--- src/rtl/uart_cmd_ram.sv ---
// Command engine between UART RX and TX: parses 'W'/'R' commands (opcode, addr, len, payload)
// against an internal byte RAM and streams readback bytes out under valid/ready.
module uart_cmd_ram #(
    parameter int unsigned ADDR_W      = 8,
    parameter int unsigned TIMEOUT_CYC = 25000
) (
    input  logic       ext_clk_25m,
    input  logic       ext_rst,
    input  logic [7:0] rx_data,
    input  logic       rx_valid,
    output logic [7:0] tx_data,
    output logic       tx_valid,
    input  logic       tx_ready,
    output logic       busy,
    output logic       cmd_err
);

    localparam int unsigned Depth = 1 << ADDR_W;
    localparam int unsigned TmoW  = (TIMEOUT_CYC > 2) ? $clog2(TIMEOUT_CYC) : 1;
    localparam logic [TmoW-1:0] TmoLast = TmoW'(TIMEOUT_CYC - 1);

    localparam logic [7:0] OpWrite = 8'h57;
    localparam logic [7:0] OpRead  = 8'h52;

    typedef enum logic [2:0] {
        StIdle,
        StGetAddr,
        StGetLen,
        StWrData,
        StRdFetch,
        StRdWait,
        StRdSend
    } state_e;

    state_e              state_q, state_d;
    logic                is_rd_q, is_rd_d;
    logic [ADDR_W-1:0]   addr_q, addr_d;
    logic [7:0]          cnt_q, cnt_d;
    logic [TmoW-1:0]     tmo_q, tmo_d;
    logic [7:0]          tx_data_q, tx_data_d;
    logic                tx_valid_q, tx_valid_d;
    logic                cmd_err_q, err_d;
    logic                busy_q;

    logic                tmo_run;
    logic                tmo_hit;
    logic                ram_we;
    logic                ram_re;
    logic [7:0]          rd_data_q;
    logic [7:0]          mem_q [Depth];

    always_comb begin
        state_d    = state_q;
        is_rd_d    = is_rd_q;
        addr_d     = addr_q;
        cnt_d      = cnt_q;
        tx_data_d  = tx_data_q;
        tx_valid_d = tx_valid_q;
        err_d      = 1'b0;
        ram_we     = 1'b0;
        ram_re     = 1'b0;

        tmo_run = (state_q == StGetAddr) || (state_q == StGetLen) || (state_q == StWrData);
        // An arriving byte always beats an expiring timeout.
        tmo_hit = tmo_run && !rx_valid && (tmo_q == TmoLast);
        tmo_d   = (rx_valid || !tmo_run || tmo_hit) ? '0 : tmo_q + 1'b1;

        unique case (state_q)
            StIdle: begin
                if (rx_valid) begin
                    if (rx_data == OpWrite || rx_data == OpRead) begin
                        is_rd_d = (rx_data == OpRead);
                        state_d = StGetAddr;
                    end else begin
                        err_d = 1'b1;
                    end
                end
            end
            StGetAddr: begin
                if (rx_valid) begin
                    addr_d  = rx_data[ADDR_W-1:0];
                    state_d = StGetLen;
                end
            end
            StGetLen: begin
                if (rx_valid) begin
                    cnt_d = rx_data;
                    if (rx_data == 8'd0) begin
                        state_d = StIdle;
                    end else if (is_rd_q) begin
                        state_d = StRdFetch;
                    end else begin
                        state_d = StWrData;
                    end
                end
            end
            StWrData: begin
                if (rx_valid) begin
                    ram_we = 1'b1;
                    addr_d = addr_q + 1'b1;
                    cnt_d  = cnt_q - 8'd1;
                    if (cnt_q == 8'd1) begin
                        state_d = StIdle;
                    end
                end
            end
            StRdFetch: begin
                err_d   = rx_valid;
                ram_re  = 1'b1;
                state_d = StRdWait;
            end
            StRdWait: begin
                err_d      = rx_valid;
                tx_data_d  = rd_data_q;
                tx_valid_d = 1'b1;
                state_d    = StRdSend;
            end
            StRdSend: begin
                err_d = rx_valid;
                if (tx_valid_q && tx_ready) begin
                    tx_valid_d = 1'b0;
                    addr_d     = addr_q + 1'b1;
                    cnt_d      = cnt_q - 8'd1;
                    state_d    = (cnt_q == 8'd1) ? StIdle : StRdFetch;
                end
            end
            default: state_d = StIdle;
        endcase

        if (tmo_hit) begin
            err_d   = 1'b1;
            state_d = StIdle;
        end
    end

    always_ff @(posedge ext_clk_25m or posedge ext_rst) begin
        if (ext_rst) begin
            state_q    <= StIdle;
            is_rd_q    <= 1'b0;
            addr_q     <= '0;
            cnt_q      <= 8'd0;
            tmo_q      <= '0;
            tx_data_q  <= 8'h00;
            tx_valid_q <= 1'b0;
            cmd_err_q  <= 1'b0;
            busy_q     <= 1'b0;
        end else begin
            state_q    <= state_d;
            is_rd_q    <= is_rd_d;
            addr_q     <= addr_d;
            cnt_q      <= cnt_d;
            tmo_q      <= tmo_d;
            tx_data_q  <= tx_data_d;
            tx_valid_q <= tx_valid_d;
            cmd_err_q  <= err_d;
            busy_q     <= (state_d != StIdle);
        end
    end

    // Byte RAM: no reset so contents survive ext_rst.
    always_ff @(posedge ext_clk_25m) begin
        if (ram_we) begin
            mem_q[addr_q] <= rx_data;
        end
        if (ram_re) begin
            rd_data_q <= mem_q[addr_q];
        end
    end

    assign tx_data  = tx_data_q;
    assign tx_valid = tx_valid_q;
    assign busy     = busy_q;
    assign cmd_err  = cmd_err_q;

endmodule
--- config.mk ---
export PLATFORM = sky130hd
export DESIGN_NAME = uart_cmd_ram
export DESIGN_NICKNAME = d
export VERILOG_FILES = /design/src/rtl/uart_cmd_ram.sv
export SDC_FILE = /design/constraint.sdc
export NUM_CORES = 2
export LEC_CHECK = 0
export ABC_AREA = 1
export ABC_CLOCK_PERIOD_IN_PS = 3150
export CAP_MARGIN = 20
export CORE_MARGIN = 4
export CORE_UTILIZATION = 34
export DETAILED_ROUTE_END_ITERATION = 16
export PLACE_DENSITY = 0.56
export SKIP_CTS_REPAIR_TIMING = 1
export SLEW_MARGIN = 20
export SYNTH_ARGS = -nofsm -noshare
export SYNTH_HDL_FRONTEND = slang
export SYNTH_SLANG_ARGS = --single-unit
--- constraint.sdc ---
create_clock -name ext_clk_25m -period 3.15 [get_ports ext_clk_25m]
set_input_delay 0.63 -clock ext_clk_25m [delete_from_list [all_inputs] [get_ports ext_clk_25m]]
set_output_delay 0.63 -clock ext_clk_25m [all_outputs]
set_load 0.05 [all_outputs]
# Word-level counts from Yosys, hierarchy flattened
# Memory sizes are Yosys's and may differ from the RTL's. A register that Yosys moved wholly into a read port is not among the register bits.
# Cells that the tools add are included.
# Widths: inputs -> output; s select.
# totals
ff_bits	46
ramBits	2048
output_inout_bits	11
n_memories	1
# classes
add_sub_neg	3
n_eq_ne	14
muxes	31
reduce_logical	21
# mem_list
memory	words	width	rd	rd_clocked_by_memory_dff	write_ports	line_no	rtl
mem_q	256	8	1	1	1	50	logic [7:0] mem_q [Depth];
# ops
op	count
$pmux 8 s3	2
$mux 8	5
$mux 3	11
$pmux 3 s7	1
$eq 8x7->1 const B	2
$add 15x1->15 const B	1
$eq 15x15->1 const B	1
$mux 15	1
$eq 3x3->1 const B	3
$mux 1	9
$reduce_bool 3->1	3
$add 8x1->8 const B	1
$eq 8x1->1 const B	1
$logic_not 8->1	1
$ne 2x2->1 const B	4
$reduce_and 4->1	2
$sub 8x1->8 const B	1
$eq 3x2->1 const B	2
$logic_or 1x1->1	5
$pmux 1 s2	2
$eq 3x1->1 const B	1
$logic_and 1x1->1	3
$logic_not 3->1	1
$reduce_and 3->1	1
4 further kinds	5

# Depth between registers and ports, before layout
# depth
word_depth	7
ltp_mapped	16
mapped_depth_nobuf	13

# Worst setup path after synthesis
# Ideal clock, no wire load.
# synth_timing
path_type	register to register
from	reg addr_q[1]
to	mem mem_q[237][0] (enable)
setup_ns	0.370
arrival_time_ns	2.208
required_time_ns	2.780
slack_ns	0.572
path_stages_with_launch	10
path_buffers	3
synth_period_minus_slack_ns	2.578
cell_sequence	dfrtp_1 inv_2 clkbuf_1 clkbuf_1 ha_1 inv_1 nor2_1 nand2_1 buf_2 nor2_1
# synth_lines
element	line_no	rtl
from (decl)	37	logic [ADDR_W-1:0] addr_q, addr_d;
from (signal assigned)	150	addr_q <= addr_d;
to (decl)	50	
# Straight into the memory's write port.

==> impl_results.md <==
- Most common cell after layout, fill and taps aside: nand2_1
- Share of the synthesized area in the top cell type: 68.81%
- Setup Crit Path Kind: reg -> reg
- Sw Share: 36.99%
- Worst hold path type: in -> async
- Leak: 42.91 nW
- Clk pwr share: 29.2%
- Ys Warns: 0
- Sink Count: 2102
- Final setup fails: 0
- Core area: 0.2625 mm2
- First-pass GRT wire length: about 380000 um
- All-layer global routing usage: 18.58%
- Critical path fanouts, max: 57
- Cell area after synthesis: 0.08973 mm2
- Crit path cell chain: inv_8, buf_12, nor2_1, o21ai_0, nand2_1, nand2_1, nand2_1, o21ai_0, buf_4, nand2_1, nor2_1, nor2_2, nor2_1, buf_4, nand2_1
- Clk buf depth: 3
- Synthesized Nets: between 8000 and 9000
- Vias: 61580
- WL per Instance: 19.97 um
- Sequential-to-total area share from yosys stat: 70.09%
- Fmax: 324.3 MHz
- CTS Root Cell: clkbuf_16
- Ratio of cells with drive above 1 in the final layout: between 10% and 20%
- Pin count of the biggest net entering global routing: 133
- Yosys reg bits: 2102
- Slew Limit Headroom: 41.35%
- Cells after Synth: 8779
- Final Hold Viols: 0
- Layout Skew: 0.06041 ns
- Slew of the pin with the lowest slew margin: around 0.88 ns
- Final net count: 9194
- Final worst path period need: 3.083 ns
- Top Ports: 23
- Placed Area: 0.09813 mm2
- Mux share of post-synthesis cell area: 0%
- Crit path launch type: flop
- Die H: 521.7 um
- Via density: 4.782
- CP endpoint kind: flop
- Vias in the first global route: 60220
- Commonest cells after routing, fill and taps aside: nand2_1, edfxtp_1, nor2_1
- Slew Viols, Final: 0
- Final WL: 257200 um
- Final instance area: 0.1051 mm2
- VDD IR max: 0.7602 mV
- CP arrival: 3.70 ns
- Initial drt markers: 5876
- Die area: roughly 0.27 mm2
- Port bufs: 22
- Chip width: approximately 520 um
- Rows: 188
- Synth-to-Final Area Change: 17.10%
- CP Buf/Inv Count: 4
- Initial core utilization: 34.18%
- CP dominant cell by count: nand2_1
- Detail Route Antenna Nets: 0
- Top cells by area, synth: edfxtp_1, nand2_1, nor2_1
- Tcrit/Tclk final: between 90% and 100%
- CTS clk-pin slew, worst paths: roughly 0.06 ns
- Syn Area/Cell: 10.22 um2
- Cell Int Power: approximately 0.054 W
- XOR/XNOR share of the synthesized area: 0.06833%
- Seq pwr share: between 30% and 40%
- CP max-delay cell: dfrtp_4
- RePlAce Congestion: slightly below 0.9
- Main combinational cell family by area after synthesis: simple AND/OR/NAND/NOR gates
- Synth area leader: edfxtp_1
- Status: completed
- Worst path max stage delay: 0.63 ns
- H-tree Lvls: 4
- HPWL after DPL: 157000 um
- Combinational Power Share: 34.2%
- Net Switching: 0.03170 W
- Number of fill cells in the layout: 25340
- Antenna violations before repair: 8
- Finished Core Util: 40.02%
- Remaining Overflow, GRT: 0
- MaxCap Viol Count: 0
- Clk_lat worst skew: 0.88 ns
- Pwr Density: roughly 820 mW/mm2
- Synth Area in Adders: 0.09761%
- DRT Pass-1 Iters: 6
- Yosys cell types: 32
- Synth Area in Compound Gates: between 3 and 4%
- Num CTS Buffers: 214
- CTS tree: built
- Crit path max-delay family: buffers and inverters
- Post-route DRC: 0
- Post-Synth Simple-Gate Area: 20.59%
- Required time of the critical path: 3.76 ns
- RSZ-0062 raised after global routing: true
## metrics by stage
step	total power (W)	instances	hold WS [ns]	worst slack [ns]	setup TNS, ns
after floorplan	0.04904	8779	0.4256	0.5717	0
after global placement	0.06116	12470	0.4484	-0.1112	-0.2171
after detailed placement	0.06117	12470	0.4569	-0.1287	-0.1889
after CTS	0.08624	12870	-0.03246	-0.1429	-0.2369
after global routing	0.09032	12870	0.02580	-0.04965	-0.1927
final	0.08571	12880	0.02400	0.06662	0
## state kept, by name, summed over array words and instances, names as in the netlist
signal	flops
cmd_err	1
state_q	3
tx_data	8
tx_valid	1
busy	1
rd_data_q	8
cnt_q	8
is_rd_q	1
tmo_q	15
addr_q	8
mem_q	2048
## cell families after synthesis
group,count (synthesis)
adders and majority gates,7
and+or+nand+nor,4785
xor gates and xnor gates,7
AOI/OAI and AO/OA,614
DFF,2102
buffers and inverters,1264
## routing by layer
metal  track usage (%)  wire [um]  up-vias
met2             30.43     120700     2021
li1                  -          -    29290
met1             25.80     112300    29880
met3             2.341      16390      387
met4             5.751       7729        0
met5                 0          0        -
## power by group through the flow
stage	logic, W	clock network [W]	registers (W)
3_5_place_dp	0.0293	0	0.0319
6_report	0.0293	0.0251	0.0313
3_3_place_gp	0.0293	0	0.0319
4_1_cts	0.0294	0.0256	0.0313
5_1_grt	0.0323	0.0267	0.0313
2_1_floorplan	0.0171	0	0.0319
## area by class of cell
class / instances / area, um2 / share of cell area (%)
flip-flops and latches: 2102 / 62900 / 59.86
multi-input cells: 5413 / 21850 / 20.80
repair buffers: 628 / 5939 / 5.653
clock buffers: 263 / 5602 / 5.331
well taps: 3515 / 4398 / 4.186
inverters: 816 / 3080 / 2.932
clock inverters: 136 / 1289 / 1.227
diodes: 5 / 12.51 / 0.01191
## cell usage after synthesis, drive strengths merged
| master | instances |
|---|---|
| a211oi | 1 |
| a21oi | 14 |
| a221o | 1 |
| a221oi | 1 |
| a22oi | 1 |
| a31oi | 10 |
| and3 | 2 |
| buf | 240 |
| clkbuf | 208 |
| clkinv | 2 |
| dfrtp | 46 |
| edfxtp | 2056 |
| ha | 7 |
| inv | 814 |
| nand2 | 3438 |
| nand3 | 357 |
| nand4 | 11 |
| nor2 | 959 |
| nor3 | 12 |
| nor4 | 6 |
| o211ai | 1 |
| o21ai | 583 |
| o22ai | 2 |
| xnor2 | 2 |
| xor2 | 5 |
## worst paths after layout
kind                            start  cells after the start  slack [ns]           end
setup reg to reg            addr_q[1]                     15        0.07  rd_data_q[2]
hold reg to reg              tmo_q[0]                      1        0.46      tmo_q[0]
min in group ext_clk_25m   rx_data[7]                      1        0.11  mem_q[69][7]
setup / recovery            addr_q[1]                     15        0.07  rd_data_q[2]
hold / removal                ext_rst                      2        0.02      cnt_q[0]
max in group asynchronous     ext_rst                      3        2.50      tmo_q[2]
(Power assumes the default switching activity.)
